$ cat src/rtl/fp16_pkg.sv
// Shared FP16 encoding constants, flag indices and divider FSM states.
// Used by the iterative divider and its mantissa core.
package fp16_pkg;

    localparam int SIGN_POS = 15;
    localparam int EXP_HI   = 14;
    localparam int EXP_LO   = 10;
    localparam int MANT_HI  = 9;
    localparam int MANT_LO  = 0;
    localparam int EXP_W    = EXP_HI - EXP_LO + 1;
    localparam int MANT_W   = MANT_HI - MANT_LO + 1;

    localparam int BIAS    = 15;
    localparam int EXP_MAX = 31;

    localparam logic [15:0] QNAN = 16'h7E00;
    localparam logic [15:0] PINF = 16'h7C00;

    localparam int FLG_NV = 4;
    localparam int FLG_DZ = 3;
    localparam int FLG_OF = 2;
    localparam int FLG_UF = 1;
    localparam int FLG_NX = 0;

    typedef struct packed {
        logic              sign;
        logic [EXP_W-1:0]  exp;
        logic [MANT_W-1:0] frac;
    } fp16_t;

    typedef enum logic [2:0] {
        ST_IDLE,
        ST_PREP,
        ST_DIV,
        ST_ROUND,
        ST_DONE
    } state_t;

endpackage

$ cat src/rtl/fp16_div_mant_core.sv
// Restoring mantissa divider: one quotient bit per cycle after a start pulse.
// Latency ITER cycles after start; done marks the final iteration cycle.
// No backpressure: runs to completion once started, a new start restarts it.
module fp16_div_mant_core
    import fp16_pkg::*;
#(
    parameter int ITER = 13
) (
    input  logic              clk,
    input  logic              rst,
    input  logic              start,
    input  logic [MANT_W:0]   ma,
    input  logic [MANT_W:0]   mb,
    output logic              done,
    output logic [ITER-1:0]   q,
    output logic              rem_nz
);

    localparam int CNT_W = $clog2(ITER);

    logic [MANT_W+1:0] r_q, r_d, r_sub;
    logic [MANT_W:0]   mb_q, mb_d;
    logic [ITER-1:0]   q_q, q_d;
    logic [CNT_W-1:0]  cnt_q, cnt_d;
    logic              run_q, run_d;
    logic              ge;

    always_comb begin
        r_d   = r_q;
        mb_d  = mb_q;
        q_d   = q_q;
        cnt_d = cnt_q;
        run_d = run_q;
        ge    = (r_q >= {1'b0, mb_q});
        r_sub = r_q - {1'b0, mb_q};
        if (start) begin
            r_d   = {1'b0, ma};
            mb_d  = mb;
            q_d   = '0;
            cnt_d = '0;
            run_d = 1'b1;
        end else if (run_q) begin
            // Partial remainder stays below 2*Mb, so 12 bits never overflow.
            r_d   = (ge ? r_sub : r_q) << 1;
            q_d   = {q_q[ITER-2:0], ge};
            cnt_d = cnt_q + 1'b1;
            if (cnt_q == CNT_W'(ITER - 1)) begin
                run_d = 1'b0;
            end
        end
    end

    always_ff @(posedge clk or posedge rst) begin
        if (rst) begin
            r_q   <= '0;
            mb_q  <= '0;
            q_q   <= '0;
            cnt_q <= '0;
            run_q <= 1'b0;
        end else begin
            r_q   <= r_d;
            mb_q  <= mb_d;
            q_q   <= q_d;
            cnt_q <= cnt_d;
            run_q <= run_d;
        end
    end

    assign done   = run_q && (cnt_q == CNT_W'(ITER - 1));
    assign q      = q_q;
    assign rem_nz = (r_q != '0);

endmodule

$ cat src/rtl/fp16_seq_div.sv
// Iterative FP16 divider; round-to-nearest-even with FP16_DIV_RNE_EN, else truncate.
// Latency: out_valid 16 cycles after the accept cycle, independent of operands.
// Backpressure: single transaction in flight; in_ready low until result is taken.
module fp16_seq_div
    import fp16_pkg::*;
#(
    parameter int ITER = 13
) (
    input  logic        clk,
    input  logic        rst,
    input  logic        in_valid,
    output logic        in_ready,
    input  logic [15:0] a,
    input  logic [15:0] b,
    output logic        out_valid,
    input  logic        out_ready,
    output logic [15:0] result,
    output logic [4:0]  flags
);

    localparam logic signed [6:0] EE_MAX  = 7'(EXP_MAX);
    localparam logic signed [6:0] EE_BIAS = 7'(BIAS);

    state_t             state_q, state_d;
    logic [15:0]        a_q, a_d, b_q, b_d;
    logic               sign_q, sign_d;
    logic signed [6:0]  ee_q, ee_d;
    logic               sp_q, sp_d;
    logic [15:0]        sp_res_q, sp_res_d;
    logic [4:0]         sp_flg_q, sp_flg_d;
    logic [15:0]        result_q, result_d;
    logic [4:0]         flags_q, flags_d;

    fp16_t              fa, fb;
    logic               a_zero, a_inf, a_nan, b_zero, b_inf, b_nan;
    logic               sp_hit, sign_c;
    logic [15:0]        sp_res;
    logic [4:0]         sp_flg;

    logic               core_done, core_rem_nz;
    logic [ITER-1:0]    core_q;

    logic [MANT_W-1:0]  mant;
    logic               guard, sticky;
    logic signed [6:0]  e_adj;
    logic [15:0]        rnd_res;
    logic [4:0]         rnd_flg;
`ifdef FP16_DIV_RNE_EN
    logic [MANT_W:0]    mant_inc;
`endif

    always_comb begin
        fa     = fp16_t'(a_q);
        fb     = fp16_t'(b_q);
        a_zero = (fa.exp == '0);
        b_zero = (fb.exp == '0);
        a_inf  = (fa.exp == '1) && (fa.frac == '0);
        b_inf  = (fb.exp == '1) && (fb.frac == '0);
        a_nan  = (fa.exp == '1) && (fa.frac != '0);
        b_nan  = (fb.exp == '1) && (fb.frac != '0);
        sign_c = fa.sign ^ fb.sign;
        sp_hit = 1'b1;
        sp_res = '0;
        sp_flg = '0;
        if (a_nan || b_nan || (a_zero && b_zero) || (a_inf && b_inf)) begin
            sp_res         = QNAN;
            sp_flg[FLG_NV] = 1'b1;
        end else if (!a_inf && b_zero) begin
            sp_res         = PINF | {sign_c, 15'b0};
            sp_flg[FLG_DZ] = 1'b1;
        end else if (a_inf) begin
            sp_res = PINF | {sign_c, 15'b0};
        end else if (a_zero || b_inf) begin
            sp_res = {sign_c, 15'b0};
        end else begin
            sp_hit = 1'b0;
        end
    end

    fp16_div_mant_core #(
        .ITER (ITER)
    ) u_core (
        .clk    (clk),
        .rst    (rst),
        .start  (state_q == ST_PREP),
        .ma     ({1'b1, fa.frac}),
        .mb     ({1'b1, fb.frac}),
        .done   (core_done),
        .q      (core_q),
        .rem_nz (core_rem_nz)
    );

    // Normalise the quotient (in [0.5, 2)) to 1.xxx, then round and range-check.
    always_comb begin
        if (core_q[12]) begin
            mant   = core_q[11:2];
            guard  = core_q[1];
            sticky = core_q[0] | core_rem_nz;
            e_adj  = ee_q;
        end else begin
            mant   = core_q[10:1];
            guard  = core_q[0];
            sticky = core_rem_nz;
            e_adj  = ee_q - 7'sd1;
        end
`ifdef FP16_DIV_RNE_EN
        mant_inc = {1'b0, mant} + {{MANT_W{1'b0}}, guard & (sticky | mant[0])};
        if (mant_inc[MANT_W]) begin
            e_adj = e_adj + 7'sd1;
            mant  = '0;
        end else begin
            mant = mant_inc[MANT_W-1:0];
        end
`endif
        rnd_flg = '0;
        if (e_adj >= EE_MAX) begin
            rnd_res         = PINF | {sign_q, 15'b0};
            rnd_flg[FLG_OF] = 1'b1;
            rnd_flg[FLG_NX] = 1'b1;
        end else if (e_adj <= 7'sd0) begin
            rnd_res         = {sign_q, 15'b0};
            rnd_flg[FLG_UF] = 1'b1;
            rnd_flg[FLG_NX] = 1'b1;
        end else begin
            rnd_res         = {sign_q, e_adj[EXP_W-1:0], mant};
            rnd_flg[FLG_NX] = guard | sticky;
        end
    end

    always_comb begin
        state_d  = state_q;
        a_d      = a_q;
        b_d      = b_q;
        sign_d   = sign_q;
        ee_d     = ee_q;
        sp_d     = sp_q;
        sp_res_d = sp_res_q;
        sp_flg_d = sp_flg_q;
        result_d = result_q;
        flags_d  = flags_q;
        unique case (state_q)
            ST_IDLE: begin
                if (in_valid) begin
                    a_d     = a;
                    b_d     = b;
                    state_d = ST_PREP;
                end
            end
            ST_PREP: begin
                sign_d   = sign_c;
                ee_d     = signed'({2'b00, fa.exp}) - signed'({2'b00, fb.exp}) + EE_BIAS;
                sp_d     = sp_hit;
                sp_res_d = sp_res;
                sp_flg_d = sp_flg;
                state_d  = ST_DIV;
            end
            ST_DIV: begin
                if (core_done) begin
                    state_d = ST_ROUND;
                end
            end
            ST_ROUND: begin
                result_d = sp_q ? sp_res_q : rnd_res;
                flags_d  = sp_q ? sp_flg_q : rnd_flg;
                state_d  = ST_DONE;
            end
            ST_DONE: begin
                if (out_ready) begin
                    state_d = ST_IDLE;
                end
            end
            default: state_d = ST_IDLE;
        endcase
    end

    always_ff @(posedge clk or posedge rst) begin
        if (rst) begin
            state_q  <= ST_IDLE;
            a_q      <= '0;
            b_q      <= '0;
            sign_q   <= 1'b0;
            ee_q     <= '0;
            sp_q     <= 1'b0;
            sp_res_q <= '0;
            sp_flg_q <= '0;
            result_q <= '0;
            flags_q  <= '0;
        end else begin
            state_q  <= state_d;
            a_q      <= a_d;
            b_q      <= b_d;
            sign_q   <= sign_d;
            ee_q     <= ee_d;
            sp_q     <= sp_d;
            sp_res_q <= sp_res_d;
            sp_flg_q <= sp_flg_d;
            result_q <= result_d;
            flags_q  <= flags_d;
        end
    end

    assign in_ready  = (state_q == ST_IDLE);
    assign out_valid = (state_q == ST_DONE);
    assign result    = result_q;
    assign flags     = flags_q;

endmodule

$ cat config.mk
export PLATFORM = sky130hd
export DESIGN_NAME = fp16_seq_div
export DESIGN_NICKNAME = d
export VERILOG_FILES = /design/src/rtl/fp16_pkg.sv /design/src/rtl/fp16_div_mant_core.sv /design/src/rtl/fp16_seq_div.sv
export SDC_FILE = /design/constraint.sdc
export NUM_CORES = 1
export LEC_CHECK = 0
export ABC_AREA = 1
export CORE_ASPECT_RATIO = 1.1
export CORE_UTILIZATION = 45
export DETAILED_ROUTE_END_ITERATION = 8
export PLACE_DENSITY = 0.75
export SLEW_MARGIN = 30
export SYNTH_ARGS = -nofsm -noshare
export SYNTH_HDL_FRONTEND = slang
export SYNTH_SLANG_ARGS = --single-unit
$ cat constraint.sdc
create_clock -name clk -period 10.6 [get_ports clk]
set_input_delay 2.12 -clock clk [delete_from_list [all_inputs] [get_ports clk]]
set_output_delay 2.12 -clock clk [all_outputs]
set_load 0.005 [all_outputs]
==> run metrics <==
CP Capture Type output pin; Final ANT Viol Nets 0; vias in the first global route 4428; drt first pass iters 5; first-pass GRT wire length 20610 microns; Hold Crit Start u_core.mb_q[10]; required time of the critical path 8480 ps; clk_skew 6.233 ps; Vias 4778; root buf cell clkbuf_16; Pleak 3.342 nW; P&R area growth vs syn 17.50%; VDD IR-drop max 0.0001944 V; Initial Util 0.4618; setup_tns 0 ps; RSZ-0062 raised after global routing no; Hold-fix buffers, CTS 0; worst r2r src state_q[1]; status finished clean; WL final 12310 microns; crit path kind reg -> out; Fin. Hold Viols 0; post-route DRC violation count 0; Final Wtd Congestion 0.8476; Resized cells post-CTS 0; Hold EP u_core.mb_q[10]; CTS tree yes; Setup Fix Bufs, Post-CTS 0; Netlist Area Pre-Place 5814 sq um; cell taking the most area after synthesis dfrtp_1; Clock Pin Slew Worst Setup and Hold Paths 70 ps; CP Launch Type flop; crit path max-delay cell type clkdlybuf4s50_1; row cnt 43; worst-margin pin slew 802.9 ps; R2R depth 7; DR iter-0 viols 243; core area 12590 sq um; fillcell total 1200; Die Footprint 13380 sq um; die span in x 110.4 microns; hold path cells 2; GRT Util Overall 0.1992; crit-path cells nor3_1 -> clkdlybuf4s50_1; R2R setup slack 7990 ps; MaxCap Viol Count 0; Reg-to-Reg End u_core.r_q[8]; wire per inst 13.18 microns; Setup-failing EPs final 0; Post-synth ARST share 1.000; Max Fclk 0.2536 GHz; most frequent cell after synthesis nand2_1; # nets final 830; Yosys cell types 40; crit-path max cell delay 580 ps; leading post-synthesis cells by cell area dfrtp_1 (47%), nand2_1 (10%), inv_1 (6.5%); largest net degree at the start of global routing 67; synth cell count leaders nand2_1 (158), dfrtp_1 (110), inv_1 (100); IO Count 59; CTS Buf Count 9; Max Buffers Root-to-Sink 2; synth warn 0; max-slew violations 0; worst-path fanout max 7; final instance area 6832 sq um; Buffers on Ports 58; syn avg cell area 8.042 sq um; Post-DP HPWL 8724 microns; share of layout cells above drive strength 1 0.05405; Final period util 0.3719; Worst slew margin 0.4648; worst skew pair latency 350 ps; Synth Net Count 781; grt ovf 0; area post-placement 6495 sq um; vias per std cell 5.116; post-synthesis sequential area ratio 0.4734; ant diodes 0; register bit total from synthesis 110; cell count after synthesis 723; H-tree levels 3; initial antenna violation count 0; Final min period 3943 ps; Synth Flop Type dfrtp_1; clock sinks 110; worst path arrival time 1820 ps; Min-Delay Path Class reg -> reg; power per cell area 353.9 nW/um^2; area share of the leading cell type in the synthesized netlist 0.4734; EDFF count, synth 0; Die Height 121.2 microns
## where the power goes
part	switching (mW)	leakage, nW	total (mW)	internal (mW)
Combinational	0.780	1.85	1.29	0.512
Sequential	0.134	1.33	0.753	0.619
Clock	0.157	0.162	0.374	0.217
Total	1.07	3.34	2.42	1.35
## placed cells by master, fill, tap and decap left out, types with 8 or more instances in the layout
cell type	count
nor2_1	75
nor3_1	8
o21bai_1	9
dfrtp_1	110
clkbuf_16	9
clkdlybuf4s50_1	58
o21ai_0	55
nand3_1	40
nand4_1	13
a21oi_1	40
ha_1	20
nand2_1	157
o22ai_1	20
inv_1	99
## final cells by class
| class | count | area [sq um] | share of cell area |
|---|---|---|---|
| Clock buffer | 11 | 242.7 | 0.03553 |
| Inverter | 103 | 389.1 | 0.05696 |
| Tap cell | 157 | 196.4 | 0.02875 |
| Multi-Input combinational cell | 487 | 2559 | 0.3745 |
| Clock inverter | 5 | 88.84 | 0.01300 |
| Sequential cell | 110 | 2753 | 0.4029 |
| Timing Repair Buffer | 61 | 603.1 | 0.08828 |
## metal layers
| metal | track usage | vias to the layer above | share of wire |
|---|---|---|---|
| li1 | - | 2448 | - |
| met4 | 0.07237 | 0 | 0.020 |
| met3 | 0.03115 | 19 | 0.034 |
| met5 | 0 | - | 0 |
| met2 | 0.3129 | 101 | 0.47 |
| met1 | 0.2775 | 2210 | 0.48 |
## critical path: cells and delay by family, from the launching register on
| kind | cells | cell delay [ps] |
|---|---|---|
| buf+inv | 1 | 580 |
| flops | 1 | 480 |
| simple gates | 1 | 410 |
## sequential cells by signal (all words and copies together) (netlist names)
| signal | flops |
|---|---|
| a_q | 16 |
| b_q | 16 |
| ee_q | 7 |
| flags | 5 |
| result | 16 |
| sign_q | 1 |
| sp_flg_q | 1 |
| sp_q | 1 |
| sp_res_q | 3 |
| state_q | 3 |
| u_core.cnt_q | 4 |
| u_core.mb_q | 11 |
| u_core.q | 13 |
| u_core.r_q | 12 |
| u_core.run_q | 1 |
## how the worst max path moves through the flow
stage	start	endpoint	slack, ps	cells past startpoint
2_1_floorplan	rst	a_q[0]	5580	1
3_3_place_gp	rst	a_q[15]	6730	3
3_5_place_dp	rst	u_core.q[8]	6710	3
4_1_cts	state_q[1]	in_ready	6780	2
5_1_grt	state_q[1]	in_ready	6530	2
6_report	state_q[1]	in_ready	6660	2
## kinds of logic after synthesis
logic type | share of synthesized area
AND/OR/NAND/NOR | 0.2270
AO/OA/AOI/OAI | 0.1317
buffers and inverters | 0.08780
flip-flops | 0.4734
adder cells (fa/ha/maj) | 0.04992
XOR/XNOR | 0.01657
multiplexers | 0.01356
## metrics by stage
stage	utilization	worst slack (ps)	hold WS, ps	power, mW	cells
3_3_place_gp	0.5159	6728	438.6	2.005	918
5_1_grt	0.5426	6527	506.7	2.646	934
6_report	0.5426	6657	463.6	2.418	934
2_1_floorplan	-	5578	426.4	1.732	723
3_5_place_dp	0.5159	6711	454.5	2.041	918
4_1_cts	0.5422	6779	472.5	2.426	934
Power figures use the tool's default switching activity.
